**src/rtl/display_scan_ctrl.sv**
```systemverilog
// Digit-scan divider and double-buffered frame store for the 4-digit display mux.
// Optional blink gating of the blank bits is enabled with `define DISP_BLINK_EN.
module display_scan_ctrl #(
  parameter int unsigned SCAN_DIV  = 50000,
  parameter int unsigned BLINK_DIV = 32
) (
  input  logic        clk,
  input  logic        rst,
  input  logic        wr_en,
  input  logic [15:0] wr_hexs,
  input  logic [3:0]  wr_points,
  input  logic [3:0]  wr_les,
  input  logic [3:0]  blink_mask,
  output logic [1:0]  scan,
  output logic [15:0] hexs,
  output logic [3:0]  points,
  output logic [3:0]  LEs,
  output logic        pending,
  output logic        frame_start
);

  localparam int unsigned CNT_W = (SCAN_DIV > 1) ? $clog2(SCAN_DIV) : 1;
  localparam logic [CNT_W-1:0] CNT_MAX = CNT_W'(SCAN_DIV - 1);

  logic [CNT_W-1:0] r_div_cnt;
  logic [1:0]       r_scan;
  logic             r_frame_start;
  logic             r_pending;
  logic [15:0]      r_sh_hexs;
  logic [3:0]       r_sh_points;
  logic [3:0]       r_sh_les;
  logic [15:0]      r_hexs;
  logic [3:0]       r_points;
  logic [3:0]       r_act_les;

  logic             w_tick;
  logic             w_commit;
  logic [15:0]      w_nxt_hexs;
  logic [3:0]       w_nxt_points;
  logic [3:0]       w_nxt_les;

  assign w_tick   = (r_div_cnt == CNT_MAX);
  assign w_commit = w_tick && (r_scan == 2'd3);

  // Scan divider and digit index; the 3->0 wrap is the frame boundary.
  always_ff @(posedge clk or posedge rst) begin
    if (rst) begin
      r_div_cnt     <= '0;
      r_scan        <= 2'd0;
      r_frame_start <= 1'b0;
    end else begin
      r_div_cnt     <= w_tick ? '0 : r_div_cnt + CNT_W'(1);
      r_frame_start <= w_commit;
      if (w_tick) r_scan <= r_scan + 2'd1;
    end
  end

  // Shadow buffer: last host write wins until the next commit.
  always_ff @(posedge clk or posedge rst) begin
    if (rst) begin
      r_sh_hexs   <= '0;
      r_sh_points <= '0;
      r_sh_les    <= '0;
      r_pending   <= 1'b0;
    end else begin
      if (wr_en) begin
        r_sh_hexs   <= wr_hexs;
        r_sh_points <= wr_points;
        r_sh_les    <= wr_les;
      end
      if (w_commit)   r_pending <= 1'b0;
      else if (wr_en) r_pending <= 1'b1;
    end
  end

  // A write landing in the commit cycle bypasses the shadow.
  always_comb begin
    w_nxt_hexs   = r_hexs;
    w_nxt_points = r_points;
    w_nxt_les    = r_act_les;
    if (w_commit) begin
      if (wr_en) begin
        w_nxt_hexs   = wr_hexs;
        w_nxt_points = wr_points;
        w_nxt_les    = wr_les;
      end else if (r_pending) begin
        w_nxt_hexs   = r_sh_hexs;
        w_nxt_points = r_sh_points;
        w_nxt_les    = r_sh_les;
      end
    end
  end

  always_ff @(posedge clk or posedge rst) begin
    if (rst) begin
      r_hexs    <= '0;
      r_points  <= '0;
      r_act_les <= '0;
    end else begin
      r_hexs    <= w_nxt_hexs;
      r_points  <= w_nxt_points;
      r_act_les <= w_nxt_les;
    end
  end

`ifdef DISP_BLINK_EN
  localparam int unsigned FC_W = (BLINK_DIV > 1) ? $clog2(BLINK_DIV) : 1;
  localparam logic [FC_W-1:0] FC_MAX = FC_W'(BLINK_DIV - 1);

  logic [FC_W-1:0] r_fc;
  logic            r_blink_off;
  logic [3:0]      r_les;
  logic            w_blink_nxt;

  assign w_blink_nxt = (w_commit && (r_fc == FC_MAX)) ? ~r_blink_off : r_blink_off;

  // Frame counter toggles the blink phase; gated blanks refresh only at commit.
  always_ff @(posedge clk or posedge rst) begin
    if (rst) begin
      r_fc        <= '0;
      r_blink_off <= 1'b0;
      r_les       <= '0;
    end else if (w_commit) begin
      r_fc        <= (r_fc == FC_MAX) ? '0 : r_fc + FC_W'(1);
      r_blink_off <= w_blink_nxt;
      r_les       <= w_nxt_les | (w_blink_nxt ? blink_mask : 4'b0000);
    end
  end

  assign LEs = r_les;
`else
  logic w_unused_blink;
  assign w_unused_blink = ^{blink_mask, 32'(BLINK_DIV)};
  assign LEs = r_act_les;
`endif

  assign scan        = r_scan;
  assign hexs        = r_hexs;
  assign points      = r_points;
  assign pending     = r_pending;
  assign frame_start = r_frame_start;

endmodule

```
**config.mk**
```make
export PLATFORM = sky130hd
export DESIGN_NAME = display_scan_ctrl
export DESIGN_NICKNAME = d
export VERILOG_FILES = /design/src/rtl/display_scan_ctrl.sv
export SDC_FILE = /design/constraint.sdc
export NUM_CORES = 1
export LEC_CHECK = 0
export CORE_MARGIN = 2
export CORE_UTILIZATION = 54
export CTS_CLUSTER_DIAMETER = 30
export DETAILED_ROUTE_END_ITERATION = 8
export PLACE_DENSITY = 0.84
export SKIP_CTS_REPAIR_TIMING = 1
export SLEW_MARGIN = 20
export SYNTH_ARGS = -nofsm -noshare
export SYNTH_HDL_FRONTEND = slang
export SYNTH_SLANG_ARGS = --single-unit
export TNS_END_PERCENT = 20
```
**constraint.sdc**
```tcl
create_clock -name clk -period 6.8 [get_ports clk]
set_input_delay 1.36 -clock clk [delete_from_list [all_inputs] [get_ports clk]]
set_output_delay 1.36 -clock clk [all_outputs]
set_load 0.03 [all_outputs]
```
Word level (Yosys, flattened, before mapping)

Cells that the tools add are included.

Bits in registers: 68
Latch bits: 0
Memory bits (writable): 0
Memory bits (read-only): 0
Output and inout port bits: 28
Logic and storage cells: 27
Memories: 0

Add/sub/neg operators: 2
Multiply operators: 0
Divide/modulo/power cells: 0
Magnitude comparators: 0
Equality and inequality tests: 2
Shift-type cells: 0
Mux-type cells: 9
Bitwise logic cells: 0
Reduce and logical (&&, ||, !) cells: 4

Operator list:

| operator                                                         | count |
|---|---|
| 16-bit 2-to-1 mux                                                | 3 |
| 16-bit by 1-bit adder with 16-bit output (second input constant) | 1 |
| 16-bit equality test (second input constant)                     | 1 |
| 4-bit 2-to-1 mux                                                 | 4 |
| 2-bit nonzero test                                               | 2 |
| 2-bit by 1-bit adder with 2-bit output (second input constant)   | 1 |
| 2-bit equality test (second input constant)                      | 1 |
| 1-bit 2-to-1 mux                                                 | 2 |
| 2-bit AND reduction                                              | 1 |
| 1-bit logical AND                                                | 1 |

Logic depth before layout (Yosys ltp)

Depth after elaboration: 3
Gate-level depth with buffers: 6
Depth with buffers taken out: 5

Least setup slack after synthesis

Ideal clock, no wire load.

Kind: input -> register
From: in wr_en
To: reg r_hexs[2] (netlist: hexs[2])
Setup time: 125 ps
Arrival time: 2575 ps
Data required time: 6675 ps
Path slack: 4100 ps
Stages: 4
Path buffers: 2
Path through: clkbuf_1 > buf_1 > mux2_2 > mux2_4

Cells in the longest elaborated chain, start to end: 2

Ends and longest elaborated chain:

| item                                 | line | text |
|---|---|---|
| start, declared                      | 9    | `input logic wr_en,` |
| 2-bit nonzero test (no source line)  | --   |  |
| 2-bit AND reduction (no source line) | --   |  |
| end signal, assigned                 | 100  | `r_hexs <= w_nxt_hexs;` |
| end, declared                        | 32   | `logic [15:0] r_hexs;` |

Parallel ways exist; a longest one is shown, timed or not.
A chain may end at the register's enable or synchronous reset.

Worst setup path in the final report

From: in wr_en
To: reg r_points[2] (netlist: points[2])

Cells in the longest elaborated chain, start to end: 2

Ends and longest elaborated chain:

| item                                 | line | text |
|---|---|---|
| 2-bit nonzero test (no source line)  | --   |  |
| 2-bit AND reduction (no source line) | --   |  |
| end signal, assigned                 | 101  | `r_points <= w_nxt_points;` |
| end, declared                        | 33   | `logic [3:0] r_points;` |

Parallel ways exist; a longest one is shown, timed or not.

==> report_table.html <==
<table>
<tr><th>Metric</th><th>Value</th></tr>
<tr><th colspan="2">Run status</th></tr>
<tr><td>Result of the run</td><td>completed</td></tr>
<tr><th colspan="2">Routing</th></tr>
<tr><td>Sum of routed wire segments on met1</td><td>2.37 mm</td></tr>
<tr><td>Count of antenna-violating nets left after detailed routing</td><td>0</td></tr>
<tr><td>DR top layer</td><td>met4</td></tr>
<tr><td>Final WL</td><td>5.26 mm</td></tr>
<tr><td>Violation count after the first detailed-routing iteration</td><td>81</td></tr>
<tr><td>Post-detailed-route wirelength per cell</td><td>16.3 microns</td></tr>
<tr><td>Met3 Routed Length</td><td>328 microns</td></tr>
<tr><td>Met2 wirelength from detailed routing</td><td>2.49 mm</td></tr>
<tr><td>Average vias per placed instance</td><td>5.17</td></tr>
<tr><td>Via count</td><td>1665</td></tr>
<tr><td>Remaining design rule violation count</td><td>0</td></tr>
<tr><td>TritonRoute pass-1 iters</td><td>4</td></tr>
<tr><th colspan="2">Global route</th></tr>
<tr><td>Vias in the first global route</td><td>roughly 1700</td></tr>
<tr><td>Pin count of the biggest net entering global routing</td><td>69</td></tr>
<tr><td>First-pass GRT wire length</td><td>roughly 8.4 mm</td></tr>
<tr><td>GR Overflow Total</td><td>0</td></tr>
<tr><td>Total routing usage reported by global routing</td><td>20.3%</td></tr>
<tr><td>Antenna violations before repair</td><td>0</td></tr>
<tr><th colspan="2">Placed design</th></tr>
<tr><td>Detailed placer's ending HPWL</td><td>roughly 3.5 mm</td></tr>
<tr><td>Count of input and output buffers</td><td>54</td></tr>
<tr><td>Final RePlAce weighted congestion</td><td>roughly 0.84</td></tr>
<tr><th colspan="2">Clock network</th></tr>
<tr><td>Maximum clock insertion buffer count</td><td>2</td></tr>
<tr><td>Clock slew at reported path FFs</td><td>0.06 ns</td></tr>
<tr><td>Worst-skew pair later-pin latency</td><td>approximately 0.33 ns</td></tr>
<tr><td>Number of clock buffers inserted by TritonCTS</td><td>9</td></tr>
<tr><td>CTS tree</td><td>built</td></tr>
<tr><td>Total number of clock tree sinks</td><td>approximately 70</td></tr>
<tr><td>CTS Root Cell</td><td>clkbuf_8</td></tr>
<tr><td>Number of H-tree levels</td><td>3</td></tr>
<tr><th colspan="2">Power</th></tr>
<tr><td>Pleak</td><td>1.69 nW</td></tr>
<tr><td>Total power per unit cell area</td><td>212 mW/mm^2</td></tr>
<tr><td>Worst voltage drop across the vdd grid</td><td>0.141 mV</td></tr>
<tr><td>Overall power consumption</td><td>0.000756 W</td></tr>
<tr><th colspan="2">Worst setup path</th></tr>
<tr><td>Required time of the worst setup path</td><td>7.01 ns</td></tr>
<tr><td>CP Cell Sequence</td><td>clkdlybuf4s50_1, buf_4, nor2_1, nand3b_4, mux2_4</td></tr>
<tr><td>Destination of the worst register-to-register timing path</td><td>points[2]</td></tr>
<tr><td>Capturing element type of the critical path</td><td>flip-flop</td></tr>
<tr><td>Beginning of the worst register-to-register path</td><td>r_div_cnt[0]</td></tr>
<tr><td>R2r worst-path depth</td><td>5</td></tr>
<tr><td>CP max-delay cell</td><td>nand3b_4</td></tr>
<tr><td>Worst stage delay on the critical path</td><td>0.48 ns</td></tr>
<tr><td>Largest fanout on the critical path</td><td>25</td></tr>
<tr><td>Sort of element at the start of the critical path</td><td>input pin</td></tr>
<tr><td>Setup slack on the worst flop-to-flop path</td><td>~4.0 ns</td></tr>
<tr><td>CP arrival</td><td>around 3.2 ns</td></tr>
<tr><td>Setup Crit Path Kind</td><td>input pin to flip-flop</td></tr>
<tr><th colspan="2">Synth</th></tr>
<tr><td>Mapped cell area</td><td>roughly 0.0028 sq mm</td></tr>
<tr><td>Post-synthesis compound-gate area fraction</td><td>0%</td></tr>
<tr><td>Post-synthesis instance total</td><td>186</td></tr>
<tr><td>Share of synthesized cell area in full adder, half adder and majority cells</td><td>0.897%</td></tr>
<tr><td>Synth Area per Inst</td><td>15.0 sq um</td></tr>
<tr><td>Synth Area in XOR/XNOR</td><td>between 4 and 5%</td></tr>
<tr><td>Yosys warnings</td><td>0</td></tr>
<tr><td>Synth Area in Simple Gates</td><td>9.87%</td></tr>
<tr><td>Share of cell area taken by muxes after synthesis</td><td>22.1%</td></tr>
<tr><td>Portion of the post-synthesis area used by sequential elements</td><td>roughly 60%</td></tr>
<tr><td>Flip-flop and latch count after synthesis</td><td>68</td></tr>
<tr><td>Synthesized net count</td><td>219</td></tr>
<tr><td>Combinational family with the most area after synthesis</td><td>multiplexers</td></tr>
<tr><td>Count of distinct cell types in the synthesized netlist</td><td>24</td></tr>
<tr><th colspan="2">Timing</th></tr>
<tr><td>Setup tns final</td><td>0 ns</td></tr>
<tr><td>Setup violation total in the final timing report</td><td>0</td></tr>
<tr><td>Clock period minus worst slack</td><td>3.00 ns</td></tr>
<tr><td>Tightest slew margin relative to the limit</td><td>44.5%</td></tr>
<tr><td>Worst Tran Pin Value</td><td>~0.83 ns</td></tr>
<tr><td>Final hold slack</td><td>0.493 ns</td></tr>
<tr><td>Total count of hold-check failures in the final report</td><td>0</td></tr>
<tr><td>Worst-case clock skew</td><td>0.00589 ns</td></tr>
<tr><td>Unrepaired setup endpoints after global routing</td><td>no</td></tr>
<tr><td>Highest clock rate</td><td>~0.33 GHz</td></tr>
<tr><td>Final max-slew violation count</td><td>0</td></tr>
<tr><td>Final period util</td><td>44.1%</td></tr>
<tr><th colspan="2">Final layout</th></tr>
<tr><td>Most frequent cells in the layout</td><td>dfrtp_1 (68), clkdlybuf4s50_1 (54), mux2_2 (28)</td></tr>
<tr><td>Share of the core filled with cells</td><td>70.8%</td></tr>
<tr><td>Layout Area Growth over Synthesis</td><td>27.9%</td></tr>
<tr><td>Diode insertion count for antenna repair</td><td>0</td></tr>
<tr><td>Share of layout cells above drive strength 1</td><td>26.6%</td></tr>
<tr><td>Most common cell after layout, fill and taps aside</td><td>dfrtp_1</td></tr>
<tr><td>Net total in the final layout</td><td>281</td></tr>
<tr><th colspan="2">Floorplan</th></tr>
<tr><td>I/O Pins</td><td>59</td></tr>
<tr><td>Chip width</td><td>75.9 microns</td></tr>
<tr><td>Die Height</td><td>~76 microns</td></tr>
<tr><td>Die Area</td><td>0.00576 sq mm</td></tr>
<tr><td>Starting utilization of the core area</td><td>between 50% and 60%</td></tr>
<tr><td>Core Footprint</td><td>0.00504 sq mm</td></tr>
<tr><td>FP Rows</td><td>26</td></tr>
<tr><th colspan="2">Hold path</th></tr>
<tr><td>Worst min path class</td><td>flip-flop to flip-flop</td></tr>
<tr><td>Cell count of the worst hold path</td><td>1</td></tr>
<tr><td>Origin of the worst min-delay path</td><td>r_sh_hexs[10]</td></tr>
<tr><td>Hold path endpoint</td><td>r_sh_hexs[10]</td></tr>
<tr><th colspan="2">Flow run</th></tr>
<tr><td>Max capacitance violation total</td><td>0</td></tr>
</table>
[state kept, by name, indices dropped and copies added (netlist names)]
| signal | count |
|---|---|
| scan | 2 |
| r_sh_les | 4 |
| r_sh_hexs | 16 |
| hexs | 16 |
| r_sh_points | 4 |
| pending | 1 |
| points | 4 |
| r_div_cnt | 16 |
| LEs | 4 |
| frame_start | 1 |
[final cells by class]
type	count	area (sq um)
inverter	2	7.51
sequential	68	1700
multi-input combinational	111	1050
clock inverter	2	10.0
fill	343	1470
timing repair buffer	56	556
clock buffer	13	159
tap	70	87.6
[per-layer routing]
layer,GRT usage (%),vias up
met5,0,-
met3,6.88,8
met2,31.6,51
met1,26.2,830
met4,7.99,0
li1,-,776
[worst max path at each step]
stage | start | endpoint | slack (ns) | cells past startpoint
global route | wr_en | hexs[6] | 3.71 | 5
global placement | wr_en | points[3] | 3.46 | 5
CTS | wr_en | hexs[6] | 3.80 | 5
floorplan | rst | LEs[0] | 3.73 | 1
detailed placement | wr_en | hexs[6] | 3.46 | 5
finish | wr_en | points[2] | 3.80 | 5
[stage by stage]
| stage | std cells | worst slack, ns | instance area [sq um] |
|---|---|---|---|
| after floorplan | 186 | 3.73 | 2790 |
| after detailed placement | 307 | 3.46 | 3400 |
| final | 322 | 3.80 | 3570 |
| after CTS | 322 | 3.80 | 3570 |
| after global routing | 322 | 3.71 | 3570 |
| after global placement | 307 | 3.46 | 3400 |
[synth_stat cells]
| library cell | count | area, sq um |
|---|---|---|
| and4_1 | 1 | 8.76 |
| or4_1 | 1 | 7.51 |
| mux2_4 | 20 | 300 |
| ha_1 | 2 | 25.0 |
| buf_6 | 2 | 22.5 |
| nor2_1 | 13 | 48.8 |
| xor2_1 | 9 | 78.8 |
| or4b_4 | 1 | 13.8 |
| or4bb_1 | 1 | 11.3 |
| xnor2_1 | 6 | 52.6 |
| dfrtp_1 | 68 | 1700 |
| nand3_1 | 6 | 30.0 |
| clkbuf_1 | 2 | 7.51 |
| nor4_1 | 4 | 25.0 |
| inv_1 | 2 | 7.51 |
| nand3b_4 | 1 | 20.0 |
| nand4bb_1 | 1 | 11.3 |
| nand4_1 | 4 | 25.0 |
| nor3_1 | 2 | 10.0 |
| mux2_2 | 28 | 315 |
| nor4_4 | 1 | 21.3 |
| nand2_1 | 8 | 30.0 |
| buf_1 | 1 | 3.75 |
| and2_1 | 2 | 12.5 |
[logic make-up after synthesis]
family	Yosys count
xor+xnor	15
fa+ha+maj	2
flops	68
mux	48
simple gates	46
buf+inv	7
[worst max-delay path, delay by kind of cell]
kind                   cells  cell delay [ns]
and+or+nand+nor            2             0.60
buffers and inverters      2             0.78
muxes                      1             0.46
[where the power goes]
part,internal (W),total [W],switching [W]
Sequential,0.000419,0.000422,0.00000345
Clock,0.000149,0.000286,0.000137
Combinational,0.0000271,0.0000473,0.0000202
Total,0.000595,0.000756,0.000161
Power figures use the tool's default switching activity.
